==> src/rtl/cnn_pkg.sv <==
// ---------------------------------------------------------------------------
// cnn_pkg
// Definitions shared by the CNN accelerator sequencers (convolution, pooling).
//   CH_PER_WORD : channels packed into one feature-map word
//   LANE_W      : width of the lane index inside a packed word
//   seq_state_t : layer sequencer state encoding
//   ceil_div    : integer ceiling division for parameter arithmetic
// ---------------------------------------------------------------------------
package cnn_pkg;

    localparam int CH_PER_WORD = 4;
    localparam int LANE_W      = 2;

    typedef enum logic [1:0] {
        IDLE  = 2'd0,
        RUN   = 2'd1,
        DRAIN = 2'd2,
        DONE  = 2'd3
    } seq_state_t;

    function automatic int ceil_div(input int num, input int den);
        return (num + den - 1) / den;
    endfunction

endpackage

==> src/rtl/delay_line.sv <==
// ---------------------------------------------------------------------------
// delay_line
// Fixed-latency register pipeline: q is d delayed by DEPTH clock cycles.
// Synchronous active-high reset empties every stage.
//   clk : clock
//   rst : synchronous reset, active-high
//   d   : WIDTH-bit input word
//   q   : WIDTH-bit output word, DEPTH cycles after d
// DEPTH must be at least 1.
// ---------------------------------------------------------------------------
module delay_line #(
    parameter int DEPTH = 2,
    parameter int WIDTH = 8
) (
    input  logic             clk,
    input  logic             rst,
    input  logic [WIDTH-1:0] d,
    output logic [WIDTH-1:0] q
);

    genvar gi;
    generate
        for (gi = 0; gi < DEPTH; gi++) begin : g_stage
            logic [WIDTH-1:0] data_reg;
            if (gi == 0) begin : g_head
                always_ff @(posedge clk) begin
                    if (rst) data_reg <= '0;
                    else     data_reg <= d;
                end
            end else begin : g_body
                always_ff @(posedge clk) begin
                    if (rst) data_reg <= '0;
                    else     data_reg <= g_stage[gi-1].data_reg;
                end
            end
        end
    endgenerate

    assign q = g_stage[DEPTH-1].data_reg;

endmodule

==> src/rtl/conv_layer_sequencer.sv <==
// ---------------------------------------------------------------------------
// conv_layer_sequencer
// Counts MAC steps for one convolution layer, marks each finished output
// neuron and produces the packed output-RAM write (address, lane, strobe)
// aligned with the MAC pipeline latency.
//   clk        : clock
//   rst        : synchronous reset, active-high
//   start      : one-cycle pulse, begins a layer (honoured in IDLE only)
//   step_valid : datapath consumed one MAC step this cycle
//   step_ready : high in RUN, steps are accepted
//   acc_clear  : first step of a neuron is being accepted
//   neuron_rdy : registered pulse after the last step of a neuron
//   wr_en      : output RAM write strobe (neuron_rdy + PIPE_DLY cycles)
//   wr_addr    : (oc/4)*OUT_R*OUT_C + pix, valid with wr_en
//   wr_lane    : oc%4, valid with wr_en
//   plane_done : pulses with neuron_rdy of the last pixel of a plane
//   layer_done : one-cycle pulse one cycle after the final write
//   busy       : sequencer is not IDLE
// ---------------------------------------------------------------------------
module conv_layer_sequencer
    import cnn_pkg::*;
#(
    parameter int IN_CH    = 1,
    parameter int KSIZE    = 5,
    parameter int OUT_R    = 28,
    parameter int OUT_C    = 28,
    parameter int OUT_CH   = 6,
    parameter int PIPE_DLY = 2,
    parameter int ADDR_W   = 16
) (
    input  logic              clk,
    input  logic              rst,
    input  logic              start,
    input  logic              step_valid,
    output logic              step_ready,
    output logic              acc_clear,
    output logic              neuron_rdy,
    output logic              wr_en,
    output logic [ADDR_W-1:0] wr_addr,
    output logic [LANE_W-1:0] wr_lane,
    output logic              plane_done,
    output logic              layer_done,
    output logic              busy
);

    localparam int GROUPS = ceil_div(IN_CH, CH_PER_WORD);
    localparam int STEPS  = GROUPS * KSIZE * KSIZE;
    localparam int PIX    = OUT_R * OUT_C;
    localparam int SW     = (STEPS > 1)  ? $clog2(STEPS)  : 1;
    localparam int PW     = (PIX > 1)    ? $clog2(PIX)    : 1;
    localparam int OW     = (OUT_CH > 1) ? $clog2(OUT_CH) : 1;
    localparam int DW     = $clog2(PIPE_DLY + 1);
    localparam int PKT_W  = 1 + ADDR_W + LANE_W;

    // Elaboration-time parameter sanity.
    generate
        if (PIPE_DLY < 1) begin : g_bad_dly
            $error("conv_layer_sequencer: PIPE_DLY must be >= 1");
        end
        if (longint'(ceil_div(OUT_CH, CH_PER_WORD)) * longint'(PIX) > (64'd1 << ADDR_W)) begin : g_bad_addr
            $error("conv_layer_sequencer: output map does not fit in ADDR_W");
        end
    endgenerate

    seq_state_t        state_reg, state_next;
    logic [SW-1:0]     step_cnt_reg, step_cnt_next;
    logic [PW-1:0]     pix_reg, pix_next;
    logic [OW-1:0]     oc_reg, oc_next;
    logic [DW-1:0]     drain_reg, drain_next;
    logic              neuron_rdy_reg, neuron_rdy_next;
    logic              plane_done_reg, plane_done_next;
    logic [ADDR_W-1:0] addr_reg, addr_next;
    logic [LANE_W-1:0] lane_reg, lane_next;

    logic              accept;
    logic              last_step;
    logic              last_pix;
    logic              last_oc;
    logic [ADDR_W-1:0] neuron_addr;
    logic [LANE_W-1:0] neuron_lane;
    logic [PKT_W-1:0]  pkt_in;
    logic [PKT_W-1:0]  pkt_out;

    assign accept    = (state_reg == RUN) && step_valid;
    assign last_step = (step_cnt_reg == SW'(STEPS - 1));
    assign last_pix  = (pix_reg == PW'(PIX - 1));
    assign last_oc   = (oc_reg == OW'(OUT_CH - 1));

    // Address of the neuron currently being accumulated, taken from pix/oc
    // before they advance. Computed at 32 bits and truncated to ADDR_W.
    assign neuron_addr = ADDR_W'((32'(oc_reg) / 32'(CH_PER_WORD)) * 32'(PIX) + 32'(pix_reg));
    assign neuron_lane = LANE_W'(32'(oc_reg) % 32'(CH_PER_WORD));

    always_comb begin
        state_next      = state_reg;
        step_cnt_next   = step_cnt_reg;
        pix_next        = pix_reg;
        oc_next         = oc_reg;
        drain_next      = drain_reg;
        neuron_rdy_next = 1'b0;
        plane_done_next = 1'b0;
        addr_next       = addr_reg;
        lane_next       = lane_reg;

        case (state_reg)
            IDLE: begin
                if (start) begin
                    step_cnt_next = '0;
                    pix_next      = '0;
                    oc_next       = '0;
                    drain_next    = '0;
                    state_next    = RUN;
                end
            end
            RUN: begin
                if (step_valid) begin
                    if (last_step) begin
                        step_cnt_next   = '0;
                        neuron_rdy_next = 1'b1;
                        addr_next       = neuron_addr;
                        lane_next       = neuron_lane;
                        if (last_pix) begin
                            pix_next        = '0;
                            plane_done_next = 1'b1;
                            if (last_oc) begin
                                oc_next    = '0;
                                drain_next = '0;
                                state_next = DRAIN;
                            end else begin
                                oc_next = oc_reg + OW'(1);
                            end
                        end else begin
                            pix_next = pix_reg + PW'(1);
                        end
                    end else begin
                        step_cnt_next = step_cnt_reg + SW'(1);
                    end
                end
            end
            DRAIN: begin
                // Holds until the last neuron's write has left the delay line,
                // so layer_done lands one cycle after the final wr_en.
                if (drain_reg == DW'(PIPE_DLY)) begin
                    state_next = DONE;
                end else begin
                    drain_next = drain_reg + DW'(1);
                end
            end
            DONE: begin
                state_next = IDLE;
            end
            default: begin
                state_next = IDLE;
            end
        endcase
    end

    always_ff @(posedge clk) begin
        if (rst) begin
            state_reg      <= IDLE;
            step_cnt_reg   <= '0;
            pix_reg        <= '0;
            oc_reg         <= '0;
            drain_reg      <= '0;
            neuron_rdy_reg <= 1'b0;
            plane_done_reg <= 1'b0;
            addr_reg       <= '0;
            lane_reg       <= '0;
        end else begin
            state_reg      <= state_next;
            step_cnt_reg   <= step_cnt_next;
            pix_reg        <= pix_next;
            oc_reg         <= oc_next;
            drain_reg      <= drain_next;
            neuron_rdy_reg <= neuron_rdy_next;
            plane_done_reg <= plane_done_next;
            addr_reg       <= addr_next;
            lane_reg       <= lane_next;
        end
    end

    // The write packet enters the delay line on the neuron_rdy cycle, so it
    // emerges exactly PIPE_DLY cycles later; reset flushes anything in flight.
    assign pkt_in = {neuron_rdy_reg, addr_reg, lane_reg};

    delay_line #(
        .DEPTH (PIPE_DLY),
        .WIDTH (PKT_W)
    ) u_wr_align (
        .clk (clk),
        .rst (rst),
        .d   (pkt_in),
        .q   (pkt_out)
    );

    assign wr_en      = pkt_out[PKT_W-1];
    assign wr_addr    = pkt_out[LANE_W +: ADDR_W];
    assign wr_lane    = pkt_out[LANE_W-1:0];

    assign step_ready = (state_reg == RUN);
    assign acc_clear  = accept && (step_cnt_reg == '0);
    assign neuron_rdy = neuron_rdy_reg;
    assign plane_done = plane_done_reg;
    assign layer_done = (state_reg == DONE);
    assign busy       = (state_reg != IDLE);

endmodule

==> config.mk <==
export PLATFORM = sky130hd
export DESIGN_NAME = conv_layer_sequencer
export DESIGN_NICKNAME = d
export VERILOG_FILES = /design/src/rtl/cnn_pkg.sv /design/src/rtl/delay_line.sv /design/src/rtl/conv_layer_sequencer.sv
export SDC_FILE = /design/constraint.sdc
export NUM_CORES = 1
export LEC_CHECK = 0
export CORE_MARGIN = 5
export CORE_UTILIZATION = 37
export CTS_BUF_LIST = sky130_fd_sc_hd__clkbuf_4 sky130_fd_sc_hd__clkbuf_8 sky130_fd_sc_hd__clkbuf_16
export DETAILED_ROUTE_END_ITERATION = 8
export PLACE_DENSITY = 0.67
export SLEW_MARGIN = 20
export SYNTH_ARGS = -nofsm -noshare
export SYNTH_HDL_FRONTEND = slang
export SYNTH_SLANG_ARGS = --single-unit
==> constraint.sdc <==
create_clock -name clk -period 4.5 [get_ports clk]
set_clock_uncertainty 0.1 [all_clocks]
set_input_delay 0.9 -clock clk [delete_from_list [all_inputs] [get_ports clk]]
set_output_delay 0.9 -clock clk [all_outputs]
set_load 0.02 [all_outputs]
After elaboration in Yosys (flattened, before gate mapping) --
Index checks and enable logic that the tools add are counted.
Word-level totals: register bits 80, bits in latches 0, RAM bits 0, ROM bits 0, input port bits 4, output and inout port bits 25, word-level logic and storage cells 80, memories kept 0
Operators by class: add/sub/neg operators 5, multiply operators 1, divide/modulo/power cells 0, $lt $le $gt $ge 0, equal/unequal tests 14, shift-type cells 0, muxes and demuxes 31, bitwise gates (word level) 3, reduce and logical (&&, ||, !) cells 15
Operator list (number):
- 2-to-1 mux 10 bit | 4
- 2-to-1 mux 2 bit | 12
- one-hot mux 10 bit (2 select lines) | 1
- 2-to-1 mux 3 bit | 5
- 2-to-1 mux 5 bit | 3
- adder 11 x 10 -> 12 bit | 1
- adder 10 x 1 -> 10 bit, second input constant | 1
- equality test 10 bit, second input constant | 1
- one-hot mux 5 bit (2 select lines) | 1
- != test 2 bit, second input constant | 4
- one-hot mux 2 bit (4 select lines) | 1
- multiplier 1 x 6 -> 7 bit, second input constant | 1
- AND reduction 7 bit | 1
- equality test 2 bit, second input constant | 3
- != test 2 x 1 -> 1 bit, second input constant | 3
- one-hot mux 2 bit (3 select lines) | 1
- one-hot mux 3 bit (2 select lines) | 1
- AND reduction 3 bit | 2
- AND reduction 6 bit | 1
- adder 5 x 1 -> 5 bit, second input constant | 1
- equality test 5 bit, second input constant | 1
- zero test 5 bit | 1
- AND reduction 5 bit | 1
- AND reduction 4 bit | 1
- other kinds (12) | 17

Logic depth before layout (Yosys ltp) --
depth in word-level cells 6, gate-level depth with buffers 8, gate-level depth less buffers 6

Cells and area by module --
Synthesis repeated with hierarchy kept, for this count alone.
Unflattened totals: cell total of the unflattened synthesis 308, area, all modules 3143.0 um2
Modules (own cells, without submodules):
- conv_layer_sequencer | instances 1, cells each 228, area an instance 1930.6 um2, sequential area each 740.7 um2
- delay_line | instances 1, cells each 80, area an instance 1212.4 um2, sequential area each 760.7 um2

Worst setup path before layout --
No wires, ideal clock.
path type reg2out, start point register state_reg[1], end point output acc_clear, arrival 1.675 ns, required time 3.500 ns, path slack 1.825 ns, cell stages (with the launch flop) 6, buffers on the path 1, cells stage by stage dfxtp_1 -> inv_1 -> ha_1 -> buf_1 -> nand4b_1 -> nor3_1
On the way: longest elaborated chain between the ends 3
RTL lines:
- start: declaration | RTL line conv_layer_sequencer.sv:65 | seq_state_t state_reg, state_next;
- start signal: assignment | RTL line conv_layer_sequencer.sv:170 | state_reg <= state_next;
- equality test 2 x 1 -> 1 bit
- named net step_ready | RTL line conv_layer_sequencer.sv:35 | output logic step_ready,
- logical AND 1 bit | RTL line conv_layer_sequencer.sv:84 | assign accept = (state_reg == RUN) && step_valid;
- logical AND 1 bit | RTL line conv_layer_sequencer.sv:201 | assign acc_clear = accept && (step_cnt_reg == '0);
- end: declaration | RTL line conv_layer_sequencer.sv:36 | output logic acc_clear,
The timed path passes the listed nets, and every way through them passes these cells.

Final worst setup path --
start point input step_valid, end point output acc_clear
On the way: longest elaborated chain between the ends 2
RTL lines:
- start: declaration | RTL line conv_layer_sequencer.sv:34 | input logic step_valid,
- logical AND 1 bit | RTL line conv_layer_sequencer.sv:84
- logical AND 1 bit | RTL line conv_layer_sequencer.sv:201
No other way between the ends.

==> flow_metrics.env <==
export IMPL_drtIter0Drc=108
export IMPL_cts_tree="yes"
export IMPL_synth_top_area_share_pct=48.3
export IMPL_cp_max_fo=3
export IMPL_gp_congestion=0.839
export IMPL_critPathLaunchType="input pin"
export IMPL_routed_wl_um=4590
export IMPL_multi_input_area_um2=1270
export IMPL_numCtsBuffers=9
export IMPL_rsz0062_at_grt="no"
export IMPL_seq_area_frac_synth_pct=48.3
export IMPL_num_vias=1998
export IMPL_grt_ovfl_total=0
export IMPL_worstHoldStart="u_wr_align.g_stage[0].data_reg[2]$_SDFF_PP0_"
export IMPL_regToRegStartpoint="state_reg[1]$_SDFFE_PP0P_"
export IMPL_holdPathStages=1
export IMPL_leakage_nw=1.14
export IMPL_port_buffers=23
export IMPL_slew_headroom_pct=35.7
export IMPL_required_ps=3500
export IMPL_drtAntennaViolNets=0
export IMPL_cts_resized=0
export IMPL_hpwl_um=3090
export IMPL_fin_crit_ps=3350
export IMPL_fill_cells=700
export IMPL_worstSetupPathType="in -> out"
export IMPL_avgViaCountPerCell=4.86
export IMPL_synth_edf_count=0
export IMPL_routedWlPerCell_um=11.2
export IMPL_clk_pin_slew_ps=70
export IMPL_finalCritPeriodShare_pct=74.5
export IMPL_min_path_type="reg -> reg"
export IMPL_synthFlopType="dfxtp_1"
export IMPL_synth_ff_latch_count=65
export IMPL_dr_pass1_iters=4
export IMPL_die_h_um=95.3
export IMPL_status="finished, final reports clean"
export IMPL_slew_violations=0
export IMPL_end_kind="primary output"
export IMPL_antenna_found_initial=0
export IMPL_drive_above_1_share_pct=7.69
export IMPL_ir_drop_uv=328
export IMPL_seqCellArea_um2=1300
export IMPL_insertion_delay_ps=340
export IMPL_netlist_area_um2=2700
export IMPL_drc_errors=0
export IMPL_syn2layout_area_growth_pct=18.3
export IMPL_ios=29
export IMPL_synth_most_common_cell="dfxtp_1"
export IMPL_power_density_nw_per_um2=494
export IMPL_grt_pass1_wl_um=7780
export IMPL_cts_sinks=65
export IMPL_worst_endpoint_arrival_ps=2350
export IMPL_setup_tns_ps=0
export IMPL_reg2reg_to="step_cnt_reg[4]$_SDFFE_PP0P_"
export IMPL_fin_nets=324
export IMPL_hold_path_end="u_wr_align.q[2]$_SDFF_PP0_"
export IMPL_diodes=0
export IMPL_synthTopCellsByArea="dfxtp_1 48%, nor2b_1 7.0%, ha_1 6.0%"
export IMPL_dieArea_um2=9090
export IMPL_crit_path_start="step_valid"
export IMPL_synthCells=287
export IMPL_worstMarginPinSlew_ps=965
export IMPL_grt_usage_pct=11.1
export IMPL_reg2reg_slack_ps=2110
export IMPL_synth_common_cells="65 x dfxtp_1, 30 x nor2b_1, 26 x nand2_1, 20 x a21oi_1, 13 x ha_1"
export IMPL_yosysUniqueCellTypes=51
export IMPL_root_buffer="clkbuf_8"
export IMPL_reg2reg_depth=6
export IMPL_cts_htree_levels=3
export IMPL_cts_buffer_depth=2
export IMPL_grt_max_degree=60
export IMPL_synth_avg_cell_area_um2=9.39
export IMPL_die_w_um=95.3
export IMPL_post_cts_setup_buffer_count=0
export IMPL_utilization_pct=44.4
export IMPL_cap_violations=0
export IMPL_async_reset_ff_share_pct=0
export IMPL_grt_pass1_vias=1819
export IMPL_rows=31
export IMPL_cts_hold_buf=0
export IMPL_hold_viol=0
export IMPL_clock_fmax_ghz=0.298
export IMPL_core_area_um2=7180
export IMPL_synth_top_area_cell="dfxtp_1"
export IMPL_yosys_warnings=0
export IMPL_initial_core_util_pct=37.6
export IMPL_finalSetupViolCount=0
==> kinds of logic (layout without fill, tap and decap cells) <==
group / count (synthesis) / in the layout / share of synthesized area, %
flip-flops: 65 / 65 / 48.3
multiplexers: 3 / 3 / 1.11
buffers and inverters: 29 / 50 / 5.01
AO/OA/AOI/OAI: 54 / 54 / 13.4
adder cells (fa/ha/maj): 13 / 13 / 6.04
AND/OR/NAND/NOR: 118 / 118 / 24.7
XOR/XNOR: 4 / 4 / 1.30
other: 1 / 5 / 0.139
==> per-layer routing <==
layer / vias up / track usage [%] / part of all wire, %
met1: 906 / 12.4 / 45
met4: 0 / 5.65 / 2.6
met2: 45 / 17.7 / 46
li1: 1034 / - / -
met5: - / 0 / 0
met3: 13 / 5.29 / 6.2
==> power breakdown <==
| part | total [mW] | internal [mW] | leakage (nW) | switching (mW) |
|---|---|---|---|---|
| combinational | 0.427 | 0.155 | 0.509 | 0.272 |
| clock | 0.535 | 0.323 | 0.106 | 0.212 |
| sequential | 0.613 | 0.594 | 0.524 | 0.0189 |
| total | 1.58 | 1.07 | 1.14 | 0.503 |
==> layout by cell type, fill, tap and decap left out, drive strengths merged, types with 2 or more instances in the layout <==
master and count:
clkdlybuf4s50 22, a21oi 20, nand3 9, o21ai 9, or3 8, buf 2
nor2 11, clkinvlp 2, a41oi 2, dfxtp 65, o31ai 2, o2111ai 2
nand4 2, nand3b 4, conb 5, xnor2 3, ha 13, a221oi 2
nand2b 6, a311oi 2, bufinv 2, mux2i 3, a211oi 3, or4 4
or2 3, nand4b 2, clkbuf 11, and3 2, and4 2, nor2b 30
nor3 6, inv 10, nand2 26
==> through the flow <==
step                      total power [mW]  instance area (µm²)  setup WS (ps)  std cells  hold WS (ps)
final                                 1.58                 3190           1150        411           334
after global routing                  1.67                 3190           1060        411           348
after CTS                             1.59                 3190           1150        411           336
after detailed placement              1.05                 2970           1160        395           321
after global placement                1.04                 2970           1170        395           318
after floorplan                      0.944                 2710           1830        291           314
==> how the worst max path moves through the flow <==
| stage | to | slack (ps) | cells past startpoint |
|---|---|---|---|
| floorplan | acc_clear | 1830 | 5 |
| global placement | acc_clear | 1170 | 4 |
| detailed placement | acc_clear | 1160 | 4 |
| CTS | acc_clear | 1150 | 4 |
| global route | acc_clear | 1060 | 5 |
| finish | acc_clear | 1150 | 4 |
==> worst max-delay path, cell delays in order <==
cell,delay [ps]
clkdlybuf4s50_1,500
nand4b_1,150
nor3_1,180
clkdlybuf4s50_1,630
==> layout make-up <==
type	count	share of cell area, %
Timing Repair Buffer	24	7.30
Multi-Input combinational cell	197	40.0
Clock inverter	5	2.51
Clock buffer	11	4.36
Tap cell	99	3.89
Inverter	10	1.18
Sequential cell	65	40.8
Power figures use the tool's default switching activity.
